<file path="config.mk">
export PLATFORM = sky130hd
export DESIGN_NAME = wide_add_seq
export DESIGN_NICKNAME = d
export VERILOG_FILES = /design/src/rtl/wide_add_seq.sv
export SDC_FILE = /design/constraint.sdc
export NUM_CORES = 1
export LEC_CHECK = 0
export ABC_CLOCK_PERIOD_IN_PS = 4490
export BUFFER_PORTS_ARGS = -buffer_cell sky130_fd_sc_hd__clkbuf_2
export CAP_MARGIN = 40
export CORE_MARGIN = 5
export CORE_UTILIZATION = 45
export CTS_BUF_LIST = sky130_fd_sc_hd__clkbuf_2 sky130_fd_sc_hd__clkbuf_4 sky130_fd_sc_hd__clkbuf_8
export DETAILED_ROUTE_END_ITERATION = 8
export GPL_TIMING_DRIVEN = 0
export PLACE_DENSITY = 0.68
export SETUP_SLACK_MARGIN = 0.02
export SLEW_MARGIN = 30
export SYNTH_ARGS = -nofsm -noshare
export SYNTH_HDL_FRONTEND = slang
export SYNTH_SLANG_ARGS = --single-unit
</file>
<file path="constraint.sdc">
create_clock -name clock -period 4.49 [get_ports clock]
set_clock_uncertainty 0.15 [all_clocks]
set_input_delay 0.6735 -clock clock [delete_from_list [all_inputs] [get_ports clock]]
set_output_delay 0.6735 -clock clock [all_outputs]
set_load 0.005 [all_outputs]
</file>
<file path="src/rtl/wide_add_seq.sv">
// Nibble-serial adder: one 4-bit ripple slice is reused across NIBBLES cycles, LSB nibble first.
// Valid/ready on both sides. A result stays held in DONE until the consumer takes it.

module wide_add_seq_slice (
  input  logic [3:0] a,
  input  logic [3:0] b,
  input  logic       cin,
  output logic [3:0] s,
  output logic       cout
);
  logic [3:0] p, g;
  logic [4:0] c;

  assign c[0] = cin;
  for (genvar k = 0; k < 4; k++) begin : g_bit
    assign p[k]   = a[k] ^ b[k];
    assign g[k]   = a[k] & b[k];
    assign s[k]   = p[k] ^ c[k];
    assign c[k+1] = g[k] | (c[k] & p[k]);
  end
  assign cout = c[4];
endmodule

module wide_add_seq #(
  parameter  int NIBBLES = 4,
  localparam int W       = 4 * NIBBLES,
  localparam int IW      = $clog2(NIBBLES + 1)
) (
  input  logic         clock,
  input  logic         reset,
  input  logic         io_in_valid,
  output logic         io_in_ready,
  input  logic [W-1:0] io_in_a,
  input  logic [W-1:0] io_in_b,
  input  logic         io_in_cin,
  output logic         io_out_valid,
  input  logic         io_out_ready,
  output logic [W-1:0] io_out_sum,
  output logic         io_out_cout
);
  typedef enum logic [1:0] {IDLE, RUN, DONE} state_t;

  state_t         state, nstate;
  logic [W-1:0]   a_r, b_r, sum_r;
  logic           carry;
  logic [IW-1:0]  idx;
  logic [3:0]     a_nib, b_nib, s_nib;
  logic           c_nib;
  logic           accept, last;

  assign accept = io_in_valid && (state == IDLE);
  assign last   = (idx == IW'(NIBBLES - 1));

  // Nibble mux driven by the index; a compare per slot keeps widths exact.
  always_comb begin
    a_nib = '0;
    b_nib = '0;
    for (int i = 0; i < NIBBLES; i++) begin
      if (idx == IW'(i)) begin
        a_nib = a_r[i*4 +: 4];
        b_nib = b_r[i*4 +: 4];
      end
    end
  end

  wide_add_seq_slice u_slice (
    .a   (a_nib),
    .b   (b_nib),
    .cin (carry),
    .s   (s_nib),
    .cout(c_nib)
  );

  always_ff @(posedge clock or negedge reset) begin
    if (!reset) state <= IDLE;
    else        state <= nstate;
  end

  always_comb begin
    nstate = state;
    case (state)
      IDLE:    if (accept)       nstate = RUN;
      RUN:     if (last)         nstate = DONE;
      DONE:    if (io_out_ready) nstate = IDLE;
      default:                   nstate = IDLE;
    endcase
  end

  always_comb begin
    io_in_ready  = (state == IDLE);
    io_out_valid = (state == DONE);
  end

  always_ff @(posedge clock or negedge reset) begin
    if (!reset) begin
      a_r   <= '0;
      b_r   <= '0;
      sum_r <= '0;
      carry <= 1'b0;
      idx   <= '0;
    end else if (accept) begin
      a_r   <= io_in_a;
      b_r   <= io_in_b;
      sum_r <= '0;
      carry <= io_in_cin;
      idx   <= '0;
    end else if (state == RUN) begin
      for (int i = 0; i < NIBBLES; i++)
        if (idx == IW'(i)) sum_r[i*4 +: 4] <= s_nib;
      carry <= c_nib;
      idx   <= idx + IW'(1);
    end
  end

  // Carry is the final carry once DONE is reached and holds through IDLE.
  assign io_out_sum  = sum_r;
  assign io_out_cout = carry;
endmodule

</file>
==> flow_summary_export.csv, run 1 <==
group,metric,value,unit
run_status,status,"complete, no violations",
layout,fin_area,0.00321,mm^2
route,first_pass_iters,4,
global_routing,overflow,0,
critical_path,slowest_delay,0.50,ns
clocking,clk_latency,0.30,ns
power_and_ir_drop,finalPower,2.49,mW
timing,timing.final.crit_share,86.5,%
layout,regArea,0.00135,mm^2
synth,syn-num-nets,256,
critical_path,crit_chain,"ha_1 > ha_1 > buf_2 > nor2_1 > o21ai_0 > a2bb2oi_1 > fa_1 > fa_1 > inv_1 > fa_1 > fa_1 > a31oi_1 > o21ai_0",
power_and_ir_drop,leakage,1.58,nW
synth,yosysWarnings,0,
clocking,cts.path.max_buffers,2,
route,wl_per_cell,16.7,um
critical_path,reg2reg_slack,0.60,ns
synth,postSynthAreaPerCell,13.0,um^2
floorplanning,dieArea,0.00772,mm^2
layout,area_growth,17.7,%
timing,whs,0.0746,ns
timing,grt_setup_unrepaired,"no",
power_and_ir_drop,ir_worst_vdd,0.000398,V
critical_path,cp.required,4.52,ns
critical_path,crit_path_start_kind,"flop",
clocking,cts_tree,"done",
route,ant_nets,0,
placed_design,place_inst,340,
clocking,clock-sinks,54,
clocking,clkTransAtPathRegs,0.09,ns
global_routing,grt_pass1_vias,1974,
route,wl,5.81,mm
route,via_per_inst,5.24,
route,num_vias,1825,
clocking,cts.root.buffer_cell,"clkbuf_8",
placed_design,io_buffers,55,
clocking,postCtsHoldBufs,0,
layout,multi_input_area,0.00120,mm^2
critical_path,path_class,"reg2reg",
global_routing,grt_pass1_wl,9.75,mm
clocking,postCtsResizedCells,0,
timing,worst_pin_slew,0.508,ns
clocking,post_cts_buffers,0,
critical_path,crit_top_cell,"fa_1",
layout,diodes,0,
route,drc,0,
layout,nets,319,
clocking,htree_levels,2,
floorplanning,die-width,87.9,um
critical_path,r2r_start,"idx[0]",
floorplanning,fp.coreArea,0.00592,mm^2
timing,max_slew_margin,66.0,%
floorplanning,io_pins,56,
placed_design,place_congestion,0.720,
clocking,numCtsBuffers,5,
timing,fmax,257,MHz
synth,synth_cells,210,
floorplanning,die_y,87.9,um
timing,fin_crit,3.89,ns
synth,ys_types,28,
critical_path,worstPathMaxFanout,10,
floorplanning,num_rows,28,
placed_design,dpl-instance-area,0.00310,mm^2
timing,worst_slack,0.604,ns
critical_path,rr_endpoint,"io_out_sum[15]",
critical_path,r2r_cells,13,
layout,fillCellCount,544,
layout,utilization,54.2,%
global_routing,grt_max_degree,55,
timing,hold_viol,0,
timing,setup-violations-final,0,
flow_run,max_cap_violations,0,
layout,fin_cells,348,
timing,slew_violations,0,
placed_design,dp_hpwl,4.25,mm
floorplanning,start_util,46.1,%
placed_design,dp_slack,0.621,ns
synth,synth_area,0.00273,mm^2
power_and_ir_drop,p_per_area,775,mW/mm^2
critical_path,crit_slowest_cell,"fa_1",
global_routing,antenna_found_initial,0,
synth,ys_seq_elements,54,
route,drt_iter0_drc,60,
critical_path,cp-end-kind,"flop",
layout,layout-drive-gt1-share,42.1,%
hold_path,worst_hold_path_type,"in2async",
global_routing,track_usage,16.6,%
critical_path,crit_arrival,3.92,ns
timing,tns,0,ns
synth,synth-seq-area-share,49.5,%
where the power goes:
group	leakage (nW)	switching, mW	total [mW]	internal (mW)
Clock	0.0452	0.152	0.272	0.120
Sequential	0.665	0.132	0.840	0.708
Combinational	0.867	0.692	1.38	0.687
registers in the layout (all words and copies together), names as in the netlist:
name / cells
a_r: 16
b_r: 16
idx: 3
io_out_cout: 1
io_out_sum: 16
state: 2
logic make-up (layout without fill, tap and decap cells):
family / count (synthesis) / count (layout) / synth area share, %
AOI/OAI and AO/OA: 40 / 40 / 9.81
adders and majority gates: 9 / 9 / 5.23
buffers and inverters: 25 / 88 / 6.37
DFF: 54 / 54 / 49.5
muxes: 44 / 44 / 21.3
and+or+nand+nor: 38 / 38 / 7.75
per-layer routing:
metal	GRT usage (%)	wire length, um	vias to the layer above	share of wire (%)
li1	-	-	855	-
met1	22.2	2640	920	45
met2	26.8	2780	42	48
met3	4.05	306	8	5.3
met4	4.74	86	0	1.5
met5	0	0	-	0
cells in the final DEF (no fill, tap or decap), drive strengths merged, types with 4 or more instances in the layout:
cell / Yosys / layout
clkbuf: 4 / 66
a2bb2oi: 4 / 4
ha: 5 / 5
fa: 4 / 4
nand2: 11 / 11
mux2i: 12 / 12
inv: 11 / 11
nor2b: 5 / 5
a31oi: 4 / 4
nor2: 17 / 17
dfrtp: 54 / 54
a221oi: 8 / 8
o21ai: 18 / 18
buf: 10 / 11
mux2: 32 / 32
cell type report:
| type | instances | area share [%] |
|---|---|---|
| clock buffer | 7 | 2.61 |
| buffer | 14 | 4.13 |
| sequential | 54 | 42.1 |
| timing repair buffer | 56 | 9.51 |
| inverter | 11 | 1.29 |
| tap | 75 | 2.92 |
| multi-input combinational | 131 | 37.5 |
how the worst max path moves through the flow:
stage / start / end / slack, ns / depth (start not counted)
6_report: idx[0] / io_out_sum[15] / 0.60 / 13
3_3_place_gp: idx[0] / io_out_sum[15] / 0.71 / 13
5_1_grt: idx[0] / io_out_sum[15] / 0.30 / 13
2_1_floorplan: idx[0] / io_out_sum[15] / 1.12 / 13
4_1_cts: idx[0] / io_out_sum[15] / 0.59 / 13
3_5_place_dp: idx[0] / io_out_sum[15] / 0.62 / 13
synth_stat cells (all sizes together):
library cell   n  area [um^2]
dfrtp         54         1350
mux2          32          462
o21ai         18         90.1
nor2          17         80.1
mux2i         12          120
inv           11         41.3
nand2         11         41.3
buf           10          113
a221oi         8         70.1
ha             5         62.6
nor2b          5         31.3
a2bb2oi        4         35.0
a31oi          4         25.0
clkbuf         4         20.0
fa             4         80.1
and4bb         3         37.5
a22o           2         17.5
a21oi          1         5.00
a22oi          1         7.51
nand2b         1         13.8
o21bai         1         11.3
o22ai          1         6.26
or2b           1         7.51
critical path: cells and delay by family, from the launching register on:
family	cells	cell delay [ns]
adders and majority gates	6	1.85
AOI/OAI and AO/OA	4	0.65
DFF	1	0.45
and+or+nand+nor	1	0.41
buffers and inverters	2	0.25
Note: power is estimated with default switching activity, not from simulation.
==> run 2, diff against run 1 <==
--- a/config.mk
+++ b/config.mk
@@ -5,6 +5,7 @@
 export SDC_FILE = /design/constraint.sdc
 export NUM_CORES = 1
 export LEC_CHECK = 0
+export ABC_AREA = 1
 export ABC_CLOCK_PERIOD_IN_PS = 4490
 export BUFFER_PORTS_ARGS = -buffer_cell sky130_fd_sc_hd__clkbuf_2
 export CAP_MARGIN = 40
==> run 2 against run 1 <==
Via count grew 22%. Final area shrank 0.23%. Critical path depth grew 4. Maximum frequency grew 9.4%. Cell count grew 36%. Non-clock buffer count shrank 3. Worst hold slack gained 0.061 ns. Global-route usage grew 0.39 points. Die area shrank 0.97%. Synthesized cell count grew 60%. Sequential share of layout area grew 0.099 points.
==> flow_summary_export.csv, run 2 <==
group,metric,value,unit
route,wl_per_cell,12.7,um
floorplanning,die_y,87.4,um
timing,tns,0,ns
layout,fin_cells,474,
critical_path,crit_arrival,3.60,ns
clocking,clkTransAtPathRegs,0.10,ns
global_routing,grt_pass1_vias,2220,
route,via_per_inst,4.68,
synth,syn-num-nets,381,
critical_path,worstPathMaxFanout,9,
placed_design,dp_hpwl,4.46,mm
critical_path,cp-end-kind,"flop",
layout,utilization,54.4,%
synth,postSynthAreaPerCell,8.06,um^2
run_status,status,"complete, no violations",
hold_path,worst_hold_path_type,"in2async",
critical_path,r2r_start,"idx[1]",
clocking,numCtsBuffers,5,
synth,yosysWarnings,0,
floorplanning,dieArea,0.00765,mm^2
synth,synth-seq-area-share,50.1,%
layout,diodes,0,
synth,synth.area.top_cells,"dfrtp_1, nand2_1, inv_1, nand3_1, fa_1",
critical_path,cp.required,4.54,ns
clocking,clk_latency,0.31,ns
synth,synth_common_cells,"nand2_1, dfrtp_1, inv_1, nand3_1, o21ai_1",
synth,yosysMostFrequentCell,"nand2_1",
route,num_vias,2218,
timing,fin_crit,3.55,ns
placed_design,io_buffers,55,
clocking,postCtsResizedCells,0,
power_and_ir_drop,leakage,1.81,nW
timing,slew_violations,0,
critical_path,cp-startpoint,"idx[1]",
timing,whs,0.136,ns
clocking,post_cts_buffers,0,
synth,synth_top_cell_area_share,50.1,%
global_routing,track_usage,17.0,%
timing,fmax,282,MHz
route,drt_iter0_drc,94,
synth,synth_area,0.00270,mm^2
synth,synthFlopType,"dfrtp_1",
synth,ys_types,23,
layout,fillCellCount,588,
timing,timing.final.crit_share,79.1,%
flow_run,max_cap_violations,0,
floorplanning,fp.coreArea,0.00589,mm^2
synth,synth_top_area_cell,"dfrtp_1",
global_routing,overflow,0,
route,first_pass_iters,4,
timing,grt_setup_unrepaired,"no",
power_and_ir_drop,p_per_area,794,mW/mm^2
layout,nets,444,
clocking,htree_levels,2,
clocking,postCtsHoldBufs,0,
layout,layout-drive-gt1-share,22.8,%
layout,mostFrequentLayoutCells,"nand2_1, dfrtp_1, clkbuf_2",
global_routing,grt_pass1_wl,10.2,mm
timing,setup-violations-final,0,
global_routing,antenna_found_initial,0,
synth,synth_cells,335,
route,wl,6.02,mm
floorplanning,io_pins,56,
timing,hold_viol,0,
synth,synth_edf_count,0,
critical_path,path_class,"reg2reg",
critical_path,crit_path_start_kind,"flop",
route,ant_nets,0,
power_and_ir_drop,ir_worst_vdd,0.000296,V
floorplanning,die-width,87.4,um
layout,final_common_cell,"nand2_1",
synth,ys_seq_elements,54,
route,drc,0,
clocking,cts_tree,"done",
clocking,cts.root.buffer_cell,"clkbuf_8",
global_routing,grt_max_degree,55,
placed_design,place_congestion,0.839,
timing,max_slew_margin,66.6,%
placed_design,place_inst,465,
clocking,clock-sinks,54,
layout,area_growth,18.7,%
timing,worst_pin_slew,0.499,ns
synth,synthArstFlopShare,100,%
clocking,cts.path.max_buffers,2,
floorplanning,num_rows,28,
floorplanning,start_util,45.9,%
power_and_ir_drop,finalPower,2.54,mW
## run 2: cell types whose count changed after synthesis, moves of 15 or more
cell,previous run,this run
mux2_4,27,0
nand3_1,0,17
nand2_1,11,158
inv_1,11,34
o21ai_1,0,15
## run 2: final cells by class
class	instances	area [um^2]	share of cell area, %
repair buffers	56	298	9.29
inverters	39	146	4.57
clock buffers	6	76.3	2.38
multi-input cells	231	1110	34.6
plain buffers	11	92.6	2.89
clock inverters	2	37.5	1.17
flip-flops and latches	54	1350	42.2
well taps	75	93.8	2.93
## run 2: metrics by stage
stage                     worst slack (ns)  instance area (um^2)
after CTS                            0.953                  3180
final                                0.938                  3200
after global placement               0.998                  3070
after floorplan                       1.34                  2700
after detailed placement             0.958                  3070
after global routing                 0.746                  3200
## run 2: path summary, 6_finish.rpt
kind | to | slack, ns | cells after the start
min in group clock | io_out_sum[14] | 0.33 | 2
min reg2reg | io_out_sum[14] | 0.33 | 2
max in group asynchronous | b_r[15] | 3.58 | 2
max reg2reg | io_out_sum[11] | 0.94 | 17
max | io_out_sum[11] | 0.94 | 17
min | io_out_sum[7] | 0.14 | 1
## run 2: where the power goes
group	switching, mW	internal (mW)	total (mW)
registers	0.127	0.718	0.845
clock network	0.162	0.173	0.334
logic	0.842	0.522	1.36
total	1.13	1.41	2.54
## run 2: layer usage
metal	up-vias	global-route usage, %	wire length, um
met3	6	4.16	386
met1	1008	23.0	2830
met2	53	27.5	2750
met4	0	3.77	52
li1	1151	-	-
met5	-	0	0
## run 2: worst max-delay path: stages (launching register included)
cell and delay (ns):
dfrtp_1 0.42, inv_1 0.10, ha_1 0.14, buf_2 0.21
inv_1 0.12, nor2_1 0.29, nand2_1 0.09, nand3_1 0.09
a21boi_1 0.09, fa_1 0.41, fa_1 0.37, inv_1 0.07
fa_1 0.18, fa_1 0.42, inv_1 0.10, nor2_4 0.06
nand2_1 0.06, o21ai_1 0.06
## run 2: cell families (layout without fill, tap and decap cells)
logic type / Yosys count / count (layout) / share of synthesized area, %
buf+inv: 50 / 114 / 8.85
fa+ha+maj: 9 / 9 / 5.29
compound gates: 31 / 31 / 6.44
flops: 54 / 54 / 50.1
simple gates: 191 / 191 / 29.3
==> run 3, diff against run 2 <==
--- a/config.mk
+++ b/config.mk
@@ -6,7 +6,7 @@
 export NUM_CORES = 1
 export LEC_CHECK = 0
 export ABC_AREA = 1
-export ABC_CLOCK_PERIOD_IN_PS = 4490
+export ABC_CLOCK_PERIOD_IN_PS = 3130
 export BUFFER_PORTS_ARGS = -buffer_cell sky130_fd_sc_hd__clkbuf_2
 export CAP_MARGIN = 40
 export CORE_MARGIN = 5
@@ -14,7 +14,7 @@
 export CTS_BUF_LIST = sky130_fd_sc_hd__clkbuf_2 sky130_fd_sc_hd__clkbuf_4 sky130_fd_sc_hd__clkbuf_8
 export DETAILED_ROUTE_END_ITERATION = 8
 export GPL_TIMING_DRIVEN = 0
-export PLACE_DENSITY = 0.68
+export PLACE_DENSITY = 0.7
 export SETUP_SLACK_MARGIN = 0.02
 export SLEW_MARGIN = 30
 export SYNTH_ARGS = -nofsm -noshare
==> constraint.sdc (replaced) <==
create_clock -name clock -period 3.13 [get_ports clock]
set_clock_uncertainty 0.15 [all_clocks]
set_input_delay 0.4695 -clock clock [delete_from_list [all_inputs] [get_ports clock]]
set_output_delay 0.4695 -clock clock [all_outputs]
set_load 0.005 [all_outputs]
==> run 3 against run 2 <==
Global-route usage is 2.7 points higher. Largest power group unchanged. The run now ends with negative setup slack left. Critical path type unchanged. Final area is 9.8% higher. Core utilization is 5.3 points higher.
==> flow_summary_export.csv, run 3 (synthesis results as in run 2) <==
group,metric,value,unit
layout,mostFrequentLayoutCells,"nand2_1, clkbuf_2, dfrtp_1",
critical_path,path_class,"reg2reg",
critical_path,crit_path_start_kind,"flop",
critical_path,r2r_cells,15,
route,via_per_inst,4.85,
floorplanning,fp.coreArea,0.00589,mm^2
placed_design,place_congestion,0.839,
timing,slew_violations,0,
layout,final_common_cell,"nand2_1",
clocking,clock-sinks,54,
timing,max_slew_margin,78.0,%
timing,setup-violations-final,1,
floorplanning,io_pins,56,
critical_path,worstPathMaxFanout,7,
critical_path,r2r_start,"idx[1]",
clocking,cts.path.max_buffers,2,
critical_path,cp-end-kind,"flop",
timing,worst_slack,-0.00190,ns
flow_run,max_cap_violations,0,
layout,layout-drive-gt1-share,33.1,%
route,num_vias,2384,
timing,fmax,319,MHz
layout,fin_area,0.00352,mm^2
route,drt_iter0_drc,92,
route,wl_per_cell,13.9,um
placed_design,dp_hpwl,4.58,mm
power_and_ir_drop,leakage,1.91,nW
critical_path,cp-startpoint,"idx[1]",
route,wl,6.83,mm
placed_design,io_buffers,55,
hold_path,worst_hold_path_type,"in2reg",
clocking,cts.root.buffer_cell,"clkbuf_8",
power_and_ir_drop,p_per_area,1160,mW/mm^2
run_status,status,"complete, but fails checks",
critical_path,endpoint,"io_out_sum[7]",
clocking,numCtsBuffers,5,
global_routing,overflow,0,
timing,hold_viol,0,
critical_path,rr_endpoint,"io_out_sum[7]",
global_routing,grt_pass1_vias,2550,
timing,grt_setup_unrepaired,"yes",
timing,fin_crit,3.13,ns
critical_path,crit_arrival,3.23,ns
clocking,clkTransAtPathRegs,0.10,ns
global_routing,grt_pass1_wl,11.8,mm
global_routing,track_usage,19.7,%
layout,nets,462,
global_routing,grt_max_degree,55,
route,first_pass_iters,4,
route,ant_nets,0,
timing,timing.final.crit_share,100,%
floorplanning,start_util,45.9,%
global_routing,antenna_found_initial,0,
floorplanning,dieArea,0.00765,mm^2
placed_design,dpl-instance-area,0.00307,mm^2
timing,worst_pin_slew,0.330,ns
floorplanning,die-width,87.4,um
layout,diodes,0,
floorplanning,num_rows,28,
critical_path,reg2reg_slack,-0.002,ns
clocking,htree_levels,2,
clocking,clk_latency,0.32,ns
critical_path,cp.required,3.23,ns
route,drc,0,
timing,whs,0.165,ns
clocking,cts_tree,"done",
run_status,violations,"negative setup slack",
power_and_ir_drop,ir_worst_vdd,0.000541,V
power_and_ir_drop,finalPower,4.08,mW
floorplanning,die_y,87.4,um
layout,area_growth,30.3,%
run 3: cell types whose count changed in the layout (fill, tap and decap cells not counted), moves of 4 or more:
cell / previous run / this run
nor2_1: 6 / 2
buf_4: 0 / 15
inv_4: 0 / 5
nor2_4: 4 / 8
ha_4: 0 / 5
inv_1: 34 / 27
ha_1: 5 / 0
run 3: how the worst min path moves through the flow:
stage                         startpoint        endpoint  depth (start not counted)
after global routing        io_out_ready        state[1]                          2
after floorplan                    reset          a_r[0]                          0
final                       io_out_ready        state[1]                          2
after CTS                          reset        state[1]                          1
after global placement    io_out_sum[14]  io_out_sum[14]                          2
after detailed placement  io_out_sum[14]  io_out_sum[14]                          2
run 3: stage by stage:
stage                     setup slack, ns  util (%)  cells  TNS [ns]
final                            -0.00190      59.8    492  -0.00190
after global routing               -0.101      59.8    492    -0.332
after CTS                          0.0151      57.6    489         0
after detailed placement           -0.301      52.2    465     -1.54
after global placement             -0.233      52.2    465     -1.02
after floorplan                    0.0434         -    335         0
run 3: timing repair:
action,4_1_cts,5_1_grt
endpoints found under the setup margin,9,8
hold buffers,0,1
setup buffers,15,3
gates resized for setup,30,24
pin swaps,4,12
endpoints found under the hold margin,0,10
cloned,1,0
run 3: critical path, stage by stage, from the launching register on:
cell	delay, ns
dfrtp_2	0.47
buf_6	0.13
ha_4	0.17
nand2_8	0.08
buf_6	0.13
nand3_2	0.08
a21boi_2	0.18
fa_2	0.24
fa_2	0.20
inv_2	0.04
fa_2	0.32
fa_1	0.52
inv_2	0.05
nor2_4	0.12
nand2_1	0.07
o21ai_1	0.09
run 3: layout make-up:
| class | count | area, um^2 |
|---|---|---|
| flip-flops and latches | 54 | 1360 |
| multi-input cells | 231 | 1250 |
| plain buffers | 9 | 82.6 |
| repair buffers | 76 | 477 |
| fillers | 569 | 2370 |
| clock inverters | 2 | 12.5 |
| well taps | 75 | 93.8 |
| clock buffers | 6 | 82.6 |
| inverters | 39 | 166 |
run 3: power breakdown:
| group | total, mW | switching (mW) | leakage (nW) | internal [mW] |
|---|---|---|---|---|
| combinational | 2.43 | 1.41 | 1.19 | 1.02 |
| clock | 0.414 | 0.236 | 0.0472 | 0.178 |
| sequential | 1.23 | 0.199 | 0.673 | 1.03 |
| total | 4.08 | 1.84 | 1.91 | 2.23 |
run 3: per-layer routing:
layer	part of all wire [%]	global-route usage [%]
met5	0	0
met4	1.6	6.00
met3	5.2	3.97
met2	48	32.6
met1	46	25.8
